===== config.mk =====
export PLATFORM = sky130hd
export DESIGN_NAME = cluster_pmb_ctrl
export DESIGN_NICKNAME = d
export VERILOG_FILES = /design/src/rtl/cluster_pmb_ctrl.sv
export SDC_FILE = /design/constraint.sdc
export NUM_CORES = 1
export LEC_CHECK = 0
export CELL_PAD_IN_SITES_DETAIL_PLACEMENT = 1
export CELL_PAD_IN_SITES_GLOBAL_PLACEMENT = 1
export CORE_ASPECT_RATIO = 0.5
export CORE_UTILIZATION = 39
export DETAILED_ROUTE_END_ITERATION = 8
export PLACE_DENSITY_LB_ADDON = 0.1
export SLEW_MARGIN = 10
export SYNTH_ARGS = -nofsm -noshare
export SYNTH_HDL_FRONTEND = slang
export SYNTH_SLANG_ARGS = --single-unit

===== constraint.sdc =====
create_clock -name clk_i -period 1.9 [get_ports clk_i]
set_input_delay 0.38 -clock clk_i [delete_from_list [all_inputs] [get_ports clk_i]]
set_output_delay 0.38 -clock clk_i [all_outputs]
set_load 0.01 [all_outputs]

===== src/rtl/cluster_pmb_ctrl.sv =====
// Purpose : serializes request words MSB-first onto one of two PMB chains, then optionally pulses pmbw_req on that chain.
// Latency : done_o rises 1 + DATA_WIDTH*CLK_DIV + 1 + REQ_CYCLES + 1 cycles after acceptance (write=1), DATA_WIDTH*CLK_DIV + 3 (write=0).
// Backpres: single outstanding transfer; req_ready_o is high only in IDLE outside reset, with no request queueing.
//
// Ports:
//   clk_i, rst_i          clock, synchronous active-high reset
//   req_valid_i/_ready_o  request handshake
//   req_data_i            word to serialize (DATA_WIDTH bits)
//   req_chain_i           target chain (0/1)
//   req_ctr_i             select_ctr value for the target chain
//   req_write_i           1 = pulse pmbw_req after shifting
//   busy_o, done_o        transfer in progress / one-cycle completion pulse
//   pmb_*_o               PMB signals, 1:1 to the level-shifter wrapper inputs
module cluster_pmb_ctrl #(
  parameter int DATA_WIDTH = 16,
  parameter int CLK_DIV    = 4,
  parameter int REQ_CYCLES = 4
) (
  input  logic                  clk_i,
  input  logic                  rst_i,
  input  logic                  req_valid_i,
  output logic                  req_ready_o,
  input  logic [DATA_WIDTH-1:0] req_data_i,
  input  logic                  req_chain_i,
  input  logic                  req_ctr_i,
  input  logic                  req_write_i,
  output logic                  busy_o,
  output logic                  done_o,
  output logic                  pmb_serial_in_o,
  output logic [1:0]            pmb_shift_en_o,
  output logic [1:0]            pmb_select_ctr_o,
  output logic [1:0]            pmb_pmbw_req_o
);

  // Counter widths: clog2 of the count range, never narrower than one bit.
  localparam int DIV_W = (CLK_DIV    > 1) ? $clog2(CLK_DIV)    : 1;
  localparam int BIT_W = (DATA_WIDTH > 1) ? $clog2(DATA_WIDTH) : 1;
  localparam int REQ_W = (REQ_CYCLES > 1) ? $clog2(REQ_CYCLES) : 1;

  localparam logic [DIV_W-1:0] DIV_LAST = DIV_W'(CLK_DIV - 1);
  localparam logic [BIT_W-1:0] BIT_LAST = BIT_W'(DATA_WIDTH - 1);
  localparam logic [REQ_W-1:0] REQ_LAST = REQ_W'(REQ_CYCLES - 1);

  typedef enum logic [2:0] {
    IDLE  = 3'd0,
    SETUP = 3'd1,
    SHIFT = 3'd2,
    GAP   = 3'd3,
    REQ   = 3'd4,
    DONE  = 3'd5
  } state_t;

  // Request captured at acceptance; data doubles as the output shift register.
  typedef struct packed {
    logic [DATA_WIDTH-1:0] data;
    logic                  chain;
    logic                  ctr;
    logic                  write;
  } xfer_t;

  state_t             state_q, state_d;
  xfer_t              xfer_q, xfer_d;
  logic [DIV_W-1:0]   div_q, div_d;
  logic [BIT_W-1:0]   bit_q, bit_d;
  logic [REQ_W-1:0]   rcnt_q, rcnt_d;

  // Registered outputs
  logic               busy_q, busy_d;
  logic               done_q, done_d;
  logic               serial_q, serial_d;
  logic [1:0]         shift_en_q, shift_en_d;
  logic [1:0]         sel_q, sel_d;
  logic [1:0]         pmbw_q, pmbw_d;
  logic [1:0]         chain_oh;

  // Ready is the only output that sees rst_i directly, so requests are
  // refused in the same cycle reset is asserted.
  assign req_ready_o = (state_q == IDLE) & ~rst_i;

  // Next-state and counter logic
  always_comb begin
    state_d = state_q;
    xfer_d  = xfer_q;
    div_d   = div_q;
    bit_d   = bit_q;
    rcnt_d  = rcnt_q;

    unique case (state_q)
      IDLE: begin
        if (req_valid_i && req_ready_o) begin
          xfer_d.data  = req_data_i;
          xfer_d.chain = req_chain_i;
          xfer_d.ctr   = req_ctr_i;
          xfer_d.write = req_write_i;
          state_d      = SETUP;
        end
      end
      SETUP: begin
        div_d   = '0;
        bit_d   = '0;
        state_d = SHIFT;
      end
      SHIFT: begin
        if (div_q == DIV_LAST) begin
          div_d = '0;
          if (bit_q == BIT_LAST) begin
            state_d = GAP;
          end else begin
            // Advance to the next bit; the MSB of data is always the bit on the wire.
            bit_d       = bit_q + 1'b1;
            xfer_d.data = xfer_q.data << 1;
          end
        end else begin
          div_d = div_q + 1'b1;
        end
      end
      GAP: begin
        rcnt_d  = '0;
        state_d = xfer_q.write ? REQ : DONE;
      end
      REQ: begin
        if (rcnt_q == REQ_LAST) begin
          state_d = DONE;
        end else begin
          rcnt_d = rcnt_q + 1'b1;
        end
      end
      DONE: begin
        state_d = IDLE;
      end
      default: begin
        state_d = IDLE;
      end
    endcase
  end

  // Output values are decoded from the next state so that each registered
  // output lines up with the state it belongs to, with no combinational path
  // from req_* to the pins.
  always_comb begin
    chain_oh   = xfer_d.chain ? 2'b10 : 2'b01;
    busy_d     = (state_d != IDLE);
    done_d     = (state_d == DONE);
    serial_d   = 1'b0;
    shift_en_d = 2'b00;
    sel_d      = 2'b00;
    pmbw_d     = 2'b00;

    // select_ctr is held from SETUP through REQ, cleared in DONE/IDLE.
    if (state_d inside {SETUP, SHIFT, GAP, REQ}) begin
      sel_d = xfer_d.ctr ? chain_oh : 2'b00;
    end
    if (state_d == SHIFT) begin
      shift_en_d = chain_oh;
      serial_d   = xfer_d.data[DATA_WIDTH-1];
    end
    if (state_d == REQ) begin
      pmbw_d = chain_oh;
    end
  end

  always_ff @(posedge clk_i) begin
    if (rst_i) begin
      state_q    <= IDLE;
      xfer_q     <= '0;
      div_q      <= '0;
      bit_q      <= '0;
      rcnt_q     <= '0;
      busy_q     <= 1'b0;
      done_q     <= 1'b0;
      serial_q   <= 1'b0;
      shift_en_q <= 2'b00;
      sel_q      <= 2'b00;
      pmbw_q     <= 2'b00;
    end else begin
      state_q    <= state_d;
      xfer_q     <= xfer_d;
      div_q      <= div_d;
      bit_q      <= bit_d;
      rcnt_q     <= rcnt_d;
      busy_q     <= busy_d;
      done_q     <= done_d;
      serial_q   <= serial_d;
      shift_en_q <= shift_en_d;
      sel_q      <= sel_d;
      pmbw_q     <= pmbw_d;
    end
  end

  assign busy_o           = busy_q;
  assign done_o           = done_q;
  assign pmb_serial_in_o  = serial_q;
  assign pmb_shift_en_o   = shift_en_q;
  assign pmb_select_ctr_o = sel_q;
  assign pmb_pmbw_req_o   = pmbw_q;

endmodule


==> metrics.txt <==
status=finished, final reports clean; number of enable flip-flop cells after synthesis=0; Min-Delay Path Depth=2; initial antenna violation count=0; Residual DRC=0; vias in the first global route=roughly 1,500; CTS tree=done; Max-Cap Viols=0; DRT iter0 DRCs=54; top-area cell type share of the netlist area=between 40% and 50%; f_max=just under 0.6 GHz; Final Power=1.67 mW; latest clock arrival within the worst-skew pair=approximately 0.28 ns; CP max stage cell=clkdlybuf4s50_1; share of cells above drive strength 1=between 10% and 20%; Slew headroom=between 70 and 80%; FF-to-FF setup slack=0.23 ns; Post-synth top flop=dfxtp_1; crit-path cells=clkdlybuf4s50_1, buf_4, nand2b_1, nand3_1, o2111ai_1, nor2_1; Die Wd=between 90 and 100 um; Crit. End Element=register; critical path fanouts, max=34; Initial DRT Pass Iterations=6; main area contributors after synthesis=dfxtp_1 43%, a22oi_2 5.5%, a21oi_1 4.4%; hpwl dp=around 3000 um; crit path time final=between 1.5 and 2 ns; initial core utilization=40.8%; number of synthesized register bits=39; WP data arrival=approximately 1.9 ns; Mean Syn Cell Area=between 9 and 10 um^2; total track usage=between 10% and 20%; hold endpoint=xfer_q[16]; maximum number of pins on one net before global-route repair=35; drt total wl=approximately 4200 um; wire per inst=between 10 and 15 um; number of clock sinks=39; Critical R2R Capture=xfer_q[4]; die area=around 0.0049 mm^2; Via density=5.36; top-level I/O count=32; Clock Tree Root=clkbuf_8; Worst VDD drop=0.406 mV; async set-or-reset flop fraction in the synthesized netlist=0%; cell leakage power=0.855 nW; Slew Limit Fails=0; antenna cells=0; placed insts=roughly 280; grt total ovfl=0; Mapped Area=0.00181 mm^2; hold_sp=xfer_q[16]; CTS Buffer Depth=2; RSZ-0062 raised after global routing=false; final non-filler cell total=between 200 and 300; critical path launch point type=primary input; worst hold-check path type=register to register; Cell Rows=17; final worst-path cycle share=between 80% and 90%; Buffers on Ports=31; global-route wire length before repair=around 7100 um; CP required=between 2 and 2.5 ns; Routed Antenna Nets=0; FF-to-FF Start=bit_q[0]; WS Path Type=primary input to register; Final setup viols=0; Power per Cell Area=735 mW/mm^2; Layout area overhead=25.8%; via count=1,511; final hold vios=0; number of library cell types mapped by synthesis=50; Final Net Count=250; Setup Skew=0.00571 ns; Seq/Total Area, Yosys=43.2%; CP peak stage delay=about 0.53 ns; core area=about 0.0044 mm^2; CTS buffer count=5; routability-driven placement congestion ratio=0.707; die height=~50 um; FF-to-FF path depth=6; Synth area leader=dfxtp_1; Synthesis Warnings=0; H-tree depth=2; Worst Max-Slew Pin Slew=around 0.44 ns; synthesized net count=213; CTS clock-pin slew for the worst setup and hold paths=approximately 0.070 ns; Synth Instances=188
[through the flow]
step	util [%]	worst slack (ns)	setup TNS, ns	hold WS, ns	area (um^2)
floorplan	-	0.296	0	0.432	1810
detailed placement	49.4	-0.0842	-1.29	0.453	2190
global route	51.4	0.0824	0	0.492	2270
finish	51.4	0.213	0	0.460	2270
CTS	51.4	0.205	0	0.463	2270
global placement	49.4	-0.0584	-0.866	0.443	2190
[flip-flops by register name (all words and copies together), names as in the netlist]
| signal | count |
|---|---|
| bit_q | 4 |
| busy_o | 1 |
| div_q | 2 |
| done_o | 1 |
| pmb_pmbw_req_o | 2 |
| pmb_select_ctr_o | 2 |
| pmb_serial_in_o | 1 |
| pmb_shift_en_o | 2 |
| rcnt_q | 2 |
| state_q | 3 |
| xfer_q | 19 |
[layer usage]
metal	share of wire (%)	up-vias	track usage, %
li1	-	750	-
met1	47	732	23.2
met2	48	25	31.6
met3	3.8	4	5.29
met4	0.57	0	5.47
met5	0	-	0
[area by class of cell]
class                      count  area, um^2
multi-input combinational    133         910
timing repair buffer          43         412
clock inverter                 1        5.00
inverter                       3        11.3
sequential                    39         782
fill                         527        2150
clock buffer                   6        82.6
tap                           57        71.3
[logic make-up (layout without fill, tap and decap cells)]
| logic type | Yosys count | after routing | share of synthesized area, % |
|---|---|---|---|
| and+or+nand+nor | 68 | 68 | 21.5 |
| AOI/OAI and AO/OA | 57 | 57 | 24.0 |
| DFF | 39 | 39 | 43.2 |
| buffers and inverters | 16 | 53 | 6.44 |
| adders and majority gates | 3 | 3 | 2.08 |
| muxes | 3 | 3 | 1.73 |
| xor gates and xnor gates | 2 | 2 | 0.970 |
[critical path: cells and delay by family]
kind                   cells  cell delay [ns]
buffers and inverters      2             0.91
AO/OA/AOI/OAI              1             0.24
AND/OR/NAND/NOR            3             0.32
[placed cells by master, fill, tap and decap left out, types with 2 or more instances in the layout]
cell type / Yosys / layout
a21oi_1: 16 / 16
a21oi_2: 5 / 5
a22oi_1: 9 / 9
a22oi_2: 8 / 8
a311oi_1: 2 / 2
and3_1: 7 / 7
buf_4: 1 / 11
clkbuf_8: 0 / 6
clkdlybuf4s50_1: 0 / 30
dfxtp_1: 39 / 38
ha_1: 3 / 3
inv_1: 3 / 3
mux2i_1: 2 / 2
nand2_1: 17 / 17
nand2b_1: 6 / 6
nand3_1: 2 / 2
nor2_1: 16 / 16
nor2b_1: 6 / 6
nor3_1: 2 / 2
nor4bb_1: 2 / 2
o21ai_0: 5 / 5
[worst max-delay path by stage]
stage	from	to	slack [ns]	depth (start not counted)
3_3_place_gp	rst_i	req_ready_o	-0.06	3
4_1_cts	rst_i	req_ready_o	0.21	3
6_report	rst_i	pmb_select_ctr_o[0]	0.21	6
2_1_floorplan	rst_i	pmb_shift_en_o[0]	0.30	6
3_5_place_dp	rst_i	pmb_select_ctr_o[0]	-0.08	6
5_1_grt	bit_q[0]	xfer_q[17]	0.08	6
[synthesized netlist by cell type, drive strengths merged, types with 2 or more instances]
| master | number |
|---|---|
| dfxtp | 39 |
| and3 | 7 |
| nor2b | 6 |
| mux2i | 2 |
| a311oi | 2 |
| a21oi | 21 |
| nor3 | 2 |
| buf | 10 |
| nand2b | 6 |
| nor4bb | 2 |
| clkbuf | 3 |
| o21ai | 6 |
| and2 | 2 |
| inv | 3 |
| nand2 | 17 |
| a22oi | 17 |
| nand3 | 2 |
| ha | 3 |
| nor2 | 17 |
[repair_timing]
item | 4_1_cts | 5_1_grt
setup buffers | 0 | 0
endpoints found under the setup margin | 1 | 0
gates resized for setup | 2 | 0
hold endpoints to repair | 0 | 0
hold buffers | 0 | 0
[where the power goes]
group | switching (mW) | internal [mW]
sequential | 0.0221 | 0.851
combinational | 0.108 | 0.120
clock | 0.285 | 0.285
total | 0.414 | 1.26
(Power assumes the default switching activity.)
